<file path="src/rtl/mem_access_unit_pkg.sv">
// -----------------------------------------------------------------------------
// mem_access_unit_pkg
// Shared definitions for the memory access unit: FSM state encodings, the
// memory-window bound used by the optional range check, the strobe counter
// width and a small address-alignment helper.
// No ports (package).
// -----------------------------------------------------------------------------
package mem_access_unit_pkg;

  // Access sequencer states.
  typedef enum logic [2:0] {
    ST_IDLE   = 3'd0,
    ST_SETUP  = 3'd1,
    ST_STROBE = 3'd2,
    ST_HOLD   = 3'd3,
    ST_ERR    = 3'd4
  } mau_state_e;

  // Addresses at or above 2**MEM_WINDOW_BITS fall outside the memory window.
  localparam int unsigned MEM_WINDOW_BITS = 12;

  // Wide enough for the largest legal strobe length (15).
  localparam int unsigned STROBE_CNT_W = 4;

  // A word access is legal only when the two byte-offset bits are zero.
  function automatic logic word_aligned(input logic [1:0] lsbs);
    return (lsbs == 2'b00);
  endfunction

endpackage

</file>
<file path="src/rtl/mem_access_unit_if.sv">
// -----------------------------------------------------------------------------
// mem_access_unit_if
// Bundles the CPU request/response handshake and the word memory port.
//   master : view of the access unit (accepts requests, drives responses and
//            the memory strobes/address/data, reads mem_dout)
//   slave  : view of the environment (CPU datapath plus memory)
// Parameters: ADDR_W address width, DATA_W data width.
// -----------------------------------------------------------------------------
interface mem_access_unit_if #(
  parameter int unsigned ADDR_W = 32,
  parameter int unsigned DATA_W = 32
);

  logic              req_valid;
  logic              req_ready;
  logic              req_write;
  logic [ADDR_W-1:0] req_addr;
  logic [DATA_W-1:0] req_wdata;
  logic              resp_valid;
  logic              resp_error;
  logic [DATA_W-1:0] resp_rdata;
  logic              mem_ren;
  logic              mem_wen;
  logic [ADDR_W-1:0] mem_addr;
  logic [DATA_W-1:0] mem_din;
  logic [DATA_W-1:0] mem_dout;

  modport master (
    input  req_valid, req_write, req_addr, req_wdata, mem_dout,
    output req_ready, resp_valid, resp_error, resp_rdata,
           mem_ren, mem_wen, mem_addr, mem_din
  );

  modport slave (
    output req_valid, req_write, req_addr, req_wdata, mem_dout,
    input  req_ready, resp_valid, resp_error, resp_rdata,
           mem_ren, mem_wen, mem_addr, mem_din
  );

endinterface

</file>
<file path="src/rtl/mem_access_unit_strobe_timer.sv">
// -----------------------------------------------------------------------------
// mem_strobe_timer
// Up-counter that measures the length of a memory strobe.
//   clock  in  system clock
//   reset  in  asynchronous active-low reset (count -> 0)
//   clr    in  reload count to 0 (asserted the cycle before the strobe starts)
//   en     in  strobe active; count advances each cycle
//   done   out high during the last strobe cycle (count == STROBE_CYCLES-1)
// Parameter: STROBE_CYCLES strobe length, 1..15.
// -----------------------------------------------------------------------------
module mem_strobe_timer
  import mem_access_unit_pkg::*;
#(
  parameter int unsigned STROBE_CYCLES = 1
) (
  input  logic clock,
  input  logic reset,
  input  logic clr,
  input  logic en,
  output logic done
);

  localparam logic [STROBE_CNT_W-1:0] LAST_COUNT = STROBE_CNT_W'(STROBE_CYCLES - 1);

  logic [STROBE_CNT_W-1:0] count_r;

  // Strobe cycle counter: cleared on reset or reload, advances while enabled.
  always_ff @(posedge clock or negedge reset) begin
    if (!reset) begin
      count_r <= {STROBE_CNT_W{1'b0}};
    end else if (clr) begin
      count_r <= {STROBE_CNT_W{1'b0}};
    end else if (en) begin
      count_r <= count_r + {{(STROBE_CNT_W-1){1'b0}}, 1'b1};
    end
  end

  assign done = en && (count_r == LAST_COUNT);

endmodule

</file>
<file path="src/rtl/mem_access_unit.sv">
// -----------------------------------------------------------------------------
// mem_access_unit
// Initiator side of the word memory port. Accepts one load/store at a time,
// sequences SETUP -> STROBE -> HOLD so that ren/wen never overlap and the
// address/data are stable around every strobe, then returns a one-cycle
// response with load data or an error flag.
// Ports:
//   clock  in  system clock
//   reset  in  asynchronous active-low reset
//   bus    mem_access_unit_if.master: req_valid/ready/write/addr/wdata,
//          resp_valid/error/rdata, mem_ren/wen/addr/din/dout
// Parameters: STROBE_CYCLES (1..15), ADDR_W (> 12), DATA_W.
// Build option: define MEM_ACCESS_RANGE_CHECK_EN to also reject addresses
// outside the 4 KiB memory window.
// -----------------------------------------------------------------------------
module mem_access_unit
  import mem_access_unit_pkg::*;
#(
  parameter int unsigned STROBE_CYCLES = 1,
  parameter int unsigned ADDR_W        = 32,
  parameter int unsigned DATA_W        = 32
) (
  input  logic              clock,
  input  logic              reset,
  mem_access_unit_if.master bus
);

  mau_state_e        state_r;
  logic              write_r;
  logic [ADDR_W-1:0] addr_r;
  logic [DATA_W-1:0] wdata_r;
  logic              ready_r;
  logic              resp_valid_r;
  logic              resp_error_r;
  logic [DATA_W-1:0] rdata_r;
  logic              ren_r;
  logic              wen_r;

  logic              accept_s;
  logic              range_err_s;
  logic              bad_req_s;
  logic              timer_clr_s;
  logic              timer_en_s;
  logic              timer_done_s;

  assign accept_s = bus.req_valid && ready_r;

`ifdef MEM_ACCESS_RANGE_CHECK_EN
  assign range_err_s = (bus.req_addr[ADDR_W-1:MEM_WINDOW_BITS] != {(ADDR_W-MEM_WINDOW_BITS){1'b0}});
`else
  assign range_err_s = 1'b0;
`endif

  // Classify the offered request as rejectable (misaligned or out of window).
  always_comb begin
    bad_req_s = 1'b0;
    if (!word_aligned(bus.req_addr[1:0]) || range_err_s) begin
      bad_req_s = 1'b1;
    end else begin
      bad_req_s = 1'b0;
    end
  end

  // The counter is reloaded in SETUP so it starts from zero on STROBE entry.
  assign timer_clr_s = (state_r == ST_SETUP);
  assign timer_en_s  = (state_r == ST_STROBE);

  mem_strobe_timer #(
    .STROBE_CYCLES (STROBE_CYCLES)
  ) u_strobe_timer (
    .clock (clock),
    .reset (reset),
    .clr   (timer_clr_s),
    .en    (timer_en_s),
    .done  (timer_done_s)
  );

  // Access sequencer with registered strobes, handshake and response outputs.
  always_ff @(posedge clock or negedge reset) begin
    if (!reset) begin
      state_r      <= ST_IDLE;
      write_r      <= 1'b0;
      addr_r       <= {ADDR_W{1'b0}};
      wdata_r      <= {DATA_W{1'b0}};
      ready_r      <= 1'b1;
      resp_valid_r <= 1'b0;
      resp_error_r <= 1'b0;
      rdata_r      <= {DATA_W{1'b0}};
      ren_r        <= 1'b0;
      wen_r        <= 1'b0;
    end else begin
      // Response is a single-cycle pulse unless re-asserted below.
      resp_valid_r <= 1'b0;
      resp_error_r <= 1'b0;
      case (state_r)
        ST_IDLE: begin
          if (accept_s) begin
            // Address/data are captured even for rejected requests; the
            // capture only ever happens in IDLE, so the memory side sees no
            // change during an access.
            write_r <= bus.req_write;
            addr_r  <= bus.req_addr;
            wdata_r <= bus.req_wdata;
            ready_r <= 1'b0;
            if (bad_req_s) begin
              state_r      <= ST_ERR;
              resp_valid_r <= 1'b1;
              resp_error_r <= 1'b1;
              rdata_r      <= {DATA_W{1'b0}};
            end else begin
              state_r <= ST_SETUP;
            end
          end
        end
        ST_SETUP: begin
          state_r <= ST_STROBE;
          ren_r   <= ~write_r;
          wen_r   <= write_r;
        end
        ST_STROBE: begin
          if (timer_done_s) begin
            state_r      <= ST_HOLD;
            ren_r        <= 1'b0;
            wen_r        <= 1'b0;
            resp_valid_r <= 1'b1;
            // Load data is sampled while ren is still high.
            rdata_r      <= write_r ? {DATA_W{1'b0}} : bus.mem_dout;
          end
        end
        ST_HOLD: begin
          state_r <= ST_IDLE;
          ready_r <= 1'b1;
        end
        ST_ERR: begin
          state_r <= ST_IDLE;
          ready_r <= 1'b1;
        end
        default: begin
          state_r <= ST_IDLE;
          ready_r <= 1'b1;
          ren_r   <= 1'b0;
          wen_r   <= 1'b0;
        end
      endcase
    end
  end

  assign bus.req_ready  = ready_r;
  assign bus.resp_valid = resp_valid_r;
  assign bus.resp_error = resp_error_r;
  assign bus.resp_rdata = rdata_r;
  assign bus.mem_ren    = ren_r;
  assign bus.mem_wen    = wen_r;
  assign bus.mem_addr   = addr_r;
  assign bus.mem_din    = wdata_r;

endmodule
</file>
<file path="src/flat_wrapper.sv">
// flat-port wrapper written by rule: the top's interface ports become plain ports
module mem_access_unit_flat import mem_access_unit_pkg::*;
#(
  parameter int unsigned STROBE_CYCLES = 1,
  parameter int unsigned ADDR_W        = 32,
  parameter int unsigned DATA_W        = 32
)
  (clock, reset, bus_req_valid, bus_req_write, bus_req_addr, bus_req_wdata, bus_mem_dout, bus_req_ready, bus_resp_valid, bus_resp_error, bus_resp_rdata, bus_mem_ren, bus_mem_wen, bus_mem_addr, bus_mem_din);
  mem_access_unit_if #(.ADDR_W(ADDR_W), .DATA_W(DATA_W)) bus_i ();
  input  logic clock;
  input  logic reset;
  input wire logic [$bits(bus_i.req_valid)-1:0] bus_req_valid;
  input wire logic [$bits(bus_i.req_write)-1:0] bus_req_write;
  input wire logic [$bits(bus_i.req_addr)-1:0] bus_req_addr;
  input wire logic [$bits(bus_i.req_wdata)-1:0] bus_req_wdata;
  input wire logic [$bits(bus_i.mem_dout)-1:0] bus_mem_dout;
  output wire logic [$bits(bus_i.req_ready)-1:0] bus_req_ready;
  output wire logic [$bits(bus_i.resp_valid)-1:0] bus_resp_valid;
  output wire logic [$bits(bus_i.resp_error)-1:0] bus_resp_error;
  output wire logic [$bits(bus_i.resp_rdata)-1:0] bus_resp_rdata;
  output wire logic [$bits(bus_i.mem_ren)-1:0] bus_mem_ren;
  output wire logic [$bits(bus_i.mem_wen)-1:0] bus_mem_wen;
  output wire logic [$bits(bus_i.mem_addr)-1:0] bus_mem_addr;
  output wire logic [$bits(bus_i.mem_din)-1:0] bus_mem_din;
  assign bus_i.req_valid = bus_req_valid;
  assign bus_i.req_write = bus_req_write;
  assign bus_i.req_addr = bus_req_addr;
  assign bus_i.req_wdata = bus_req_wdata;
  assign bus_i.mem_dout = bus_mem_dout;
  assign bus_req_ready = bus_i.req_ready;
  assign bus_resp_valid = bus_i.resp_valid;
  assign bus_resp_error = bus_i.resp_error;
  assign bus_resp_rdata = bus_i.resp_rdata;
  assign bus_mem_ren = bus_i.mem_ren;
  assign bus_mem_wen = bus_i.mem_wen;
  assign bus_mem_addr = bus_i.mem_addr;
  assign bus_mem_din = bus_i.mem_din;
  mem_access_unit #(.STROBE_CYCLES(STROBE_CYCLES), .ADDR_W(ADDR_W), .DATA_W(DATA_W)) u_core (.clock(clock), .reset(reset), .bus(bus_i));
endmodule
</file>
<file path="config.mk">
export PLATFORM = sky130hd
export DESIGN_NAME = mem_access_unit_flat
export DESIGN_NICKNAME = d
export VERILOG_FILES = /design/src/rtl/mem_access_unit_pkg.sv /design/src/rtl/mem_access_unit_if.sv /design/src/rtl/mem_access_unit_strobe_timer.sv /design/src/rtl/mem_access_unit.sv /design/src/flat_wrapper.sv
export SDC_FILE = /design/constraint.sdc
export NUM_CORES = 1
export LEC_CHECK = 0
export ABC_CLOCK_PERIOD_IN_PS = 2100
export BUFFER_PORTS_ARGS = -buffer_cell sky130_fd_sc_hd__buf_2
export CAP_MARGIN = 20
export CORE_MARGIN = 2
export CORE_UTILIZATION = 47
export CTS_CLUSTER_SIZE = 14
export DETAILED_ROUTE_END_ITERATION = 12
export PLACE_DENSITY = 0.84
export SLEW_MARGIN = 20
export SYNTH_ARGS = -nofsm -noshare
export SYNTH_HDL_FRONTEND = slang
export SYNTH_SLANG_ARGS = --single-unit
</file>
<file path="constraint.sdc">
create_clock -name clock -period 2.1 [get_ports clock]
set_clock_uncertainty 0.15 [all_clocks]
set_input_delay 0.105 -clock clock [delete_from_list [all_inputs] [get_ports clock]]
set_output_delay 0.105 -clock clock [all_outputs]
set_load 0.01 [all_outputs]
</file>
==> results.sh <==
export IMPL_outcome="complete, no violations"
export IMPL_coreArea_um2=9284
export IMPL_slew_violations=0
export IMPL_drc_errors=0
export IMPL_worst_path_stages=5
export IMPL_r2r_cells=5
export IMPL_start_util=0.4871
export IMPL_setup_violations=0
export IMPL_syn_area_um2=4522
export IMPL_synthTopCellsByCount="dfrtp_1 (108), mux2_2 (66), inv_1 (38), nand2_1 (38), mux2i_1 (32)"
export IMPL_seq_area_um2=2729
export IMPL_drive_gt1_frac=0.4576
export IMPL_layout_min_cycle_time_ns=1.929
export IMPL_synthesis_nets=442
export IMPL_powerDensity_nw_per_um2=1195
export IMPL_cts_clk_slew_worst_paths_ns=0.11
export IMPL_fillers=626
export IMPL_clk_latency_ns=0.35
export IMPL_htreeDepth=3
export IMPL_cts_buffers=9
export IMPL_vias=3669
export IMPL_cts_tree="yes"
export IMPL_antenna_found_initial=0
export IMPL_synth_top_area_share=0.5977
export IMPL_synth_most_common_cell="dfrtp_1"
export IMPL_cts_root_buf="clkbuf_8"
export IMPL_numPortBuffers=200
export IMPL_synth_edff_count=0
export IMPL_fmax_mhz=518.4
export IMPL_dr_pass1_iters=4
export IMPL_worstMarginPinSlew_ns=0.4487
export IMPL_grt_pass1_wl_mm=18.94
export IMPL_slew_headroom=0.7009
export IMPL_pin_count=201
export IMPL_path_class="reg -> reg"
export IMPL_totalWireLength_mm=12.06
export IMPL_slowest_delay_ns=0.46
export IMPL_fin_crit_sh=0.9186
export IMPL_top_layer_used="met4"
export IMPL_fp_dieH_um=102.1
export IMPL_synthCells=340
export IMPL_clock_sinks=109
export IMPL_crit_family="simple AND/OR/NAND/NOR gates"
export IMPL_yosysSeqAreaShare=0.6035
export IMPL_antenna_cells=0
export IMPL_async_reset_ff_frac=1.000
export IMPL_path_max_fanout=33
export IMPL_yosysUniqueCellTypes=28
export IMPL_wl_met3_um=649
export IMPL_crit_chain="or2_1 -> nor3_4 -> a32o_2 -> buf_12 -> mux2i_1"
export IMPL_die_w_um=102.1
export IMPL_syn2layout_area_growth_pct=51.05
export IMPL_cp_end_kind="flip-flop"
export IMPL_drv_cap=0
export IMPL_clk_path_buf_depth=2
export IMPL_place_ws_ns=0.1699
export IMPL_fin_setup_tns_ns=0
export IMPL_timing_final_ws_setup_ns=0.1710
export IMPL_synth_top_cell_by_area="dfrtp_1"
export IMPL_wl_per_cell_um=15.49
export IMPL_ys_flop_type="dfrtp_1"
export IMPL_peakVddDrop_uv=806.3
export IMPL_cp_required_ns=2.23
export IMPL_grt_start_max_net_pins=45
export IMPL_overflow=0
export IMPL_globalplace_congestion=0.7798
export IMPL_die_area_um2=10420
export IMPL_crit_arrival_ns=2.05
export IMPL_nNetsFinal=746
export IMPL_ys_top_cells_by_area="dfrtp_1 (60%), mux2_2 (16%), mux2i_1 (7.1%), inv_1 (3.2%), nand2_1 (3.2%)"
export IMPL_critPathLaunchType="flip-flop"
export IMPL_ys_ff_latch=109
export IMPL_grt_pass1_vias=4011
export IMPL_avgSynthCellArea_um2=13.30
export IMPL_met1Wirelength_mm=4.581
export IMPL_wl_met2_mm=6.540
export IMPL_synth_warnings=0
export IMPL_grt_use_total=0.2353
export IMPL_vias_per_cell=4.716
export IMPL_hpwlAfterDp_mm=7.235
export IMPL_crit_slowest_cell="dfrtp_1"
export IMPL_path_buf_inv=1
export IMPL_hold_viol_final=0
export IMPL_rows=35
export IMPL_drt_iter0_markers=126
export IMPL_ctsResizeCount=0
export IMPL_ant_nets=0
export IMPL_multiInputGateArea_um2=1475
export IMPL_p_leak_nw=3.362
export IMPL_hold_class="in -> async"
export IMPL_rsz0062_at_grt="no"
## routing by layer
layer  vias up  GRT usage
met3        29    0.05882
met2       145     0.4418
met4         0    0.08103
li1       1731          -
met1      1764     0.2576
met5         -          0
## final timing paths
kind                                    startpoint                       end  slack [ns]
max reg2reg                      u_core.state_r[2]  u_core.bus.resp_rdata[8]        0.17
min in group clock               bus_req_wdata[19]    u_core.bus.mem_din[19]        0.35
max in group asynchronous                    reset   u_core.bus.mem_addr[11]        1.12
max                              u_core.state_r[2]  u_core.bus.resp_rdata[8]        0.17
min reg2reg                u_core.bus.mem_addr[16]   u_core.bus.mem_addr[16]        0.36
min                                          reset    u_core.bus.mem_din[10]        0.06
## layout make-up
class / instances / area share
clock buffers: 10 / 0.02015
clock inverters: 6 / 0.006595
inverters: 38 / 0.02088
multi-input cells: 176 / 0.2160
flip-flops and latches: 109 / 0.3995
well taps: 129 / 0.02363
repair buffers: 310 / 0.3132
## sequential cells by signal (all words and copies together), names as in the netlist
name	count
u_core.bus.mem_addr	32
u_core.bus.mem_din	32
u_core.bus.resp_rdata	32
u_core.u_strobe_timer.count_r	4
u_core.state_r	3
u_core.bus.mem_ren	1
u_core.bus.mem_wen	1
u_core.bus.req_ready	1
u_core.bus.resp_error	1
u_core.bus.resp_valid	1
u_core.write_r	1
## logic make-up (layout without fill, tap and decap cells)
family | after synthesis | after routing | synth area share
AND/OR/NAND/NOR | 55 | 55 | 0.05645
multiplexers | 98 | 98 | 0.2352
adder cells (fa/ha/maj) | 2 | 2 | 0.005533
AO/OA/AOI/OAI | 20 | 20 | 0.02712
buffers and inverters | 55 | 364 | 0.07028
flip-flops | 109 | 109 | 0.6035
XOR/XNOR | 1 | 1 | 0.001937
## where the power goes
group          total, mW  leakage, nW  switching [mW]  internal [mW]
registers           3.43         1.37           0.490           2.94
clock network       1.19       0.0970           0.714          0.474
logic               3.54         1.89            1.76           1.79
## metrics by stage
stage | util | instances | hold WS (ns) | area [um^2] | power, mW
after floorplan | - | 340 | -0.3406 | 4522 | 5.568
after global placement | 0.6093 | 663 | -0.06726 | 5657 | 6.622
after global routing | 0.7357 | 778 | 0.09045 | 6830 | 8.710
after detailed placement | 0.6093 | 663 | -0.06721 | 5657 | 6.814
after CTS | 0.7357 | 778 | 0.07308 | 6830 | 8.155
final | 0.7357 | 778 | 0.05914 | 6830 | 8.159
## repair_timing
| action | 4_1_cts | 5_1_grt |
|---|---|---|
| hold buffers | 99 | 0 |
| buffers inserted | 0 | 0 |
| hold endpoints to repair | 207 | 0 |
## layout by cell type, fill, tap and decap left out, types with 5 or more instances in the layout
cell type / instances
buf_2: 199
dfrtp_1: 108
dlygate4sd3_1: 99
mux2_2: 66
inv_1: 38
nand2_1: 38
mux2i_1: 32
clkbuf_8: 10
o21ai_0: 8
buf_4: 7
a21oi_1: 6
nor2_1: 5
buf_12: 5
No activity file was read; power rests on OpenSTA's default activity.
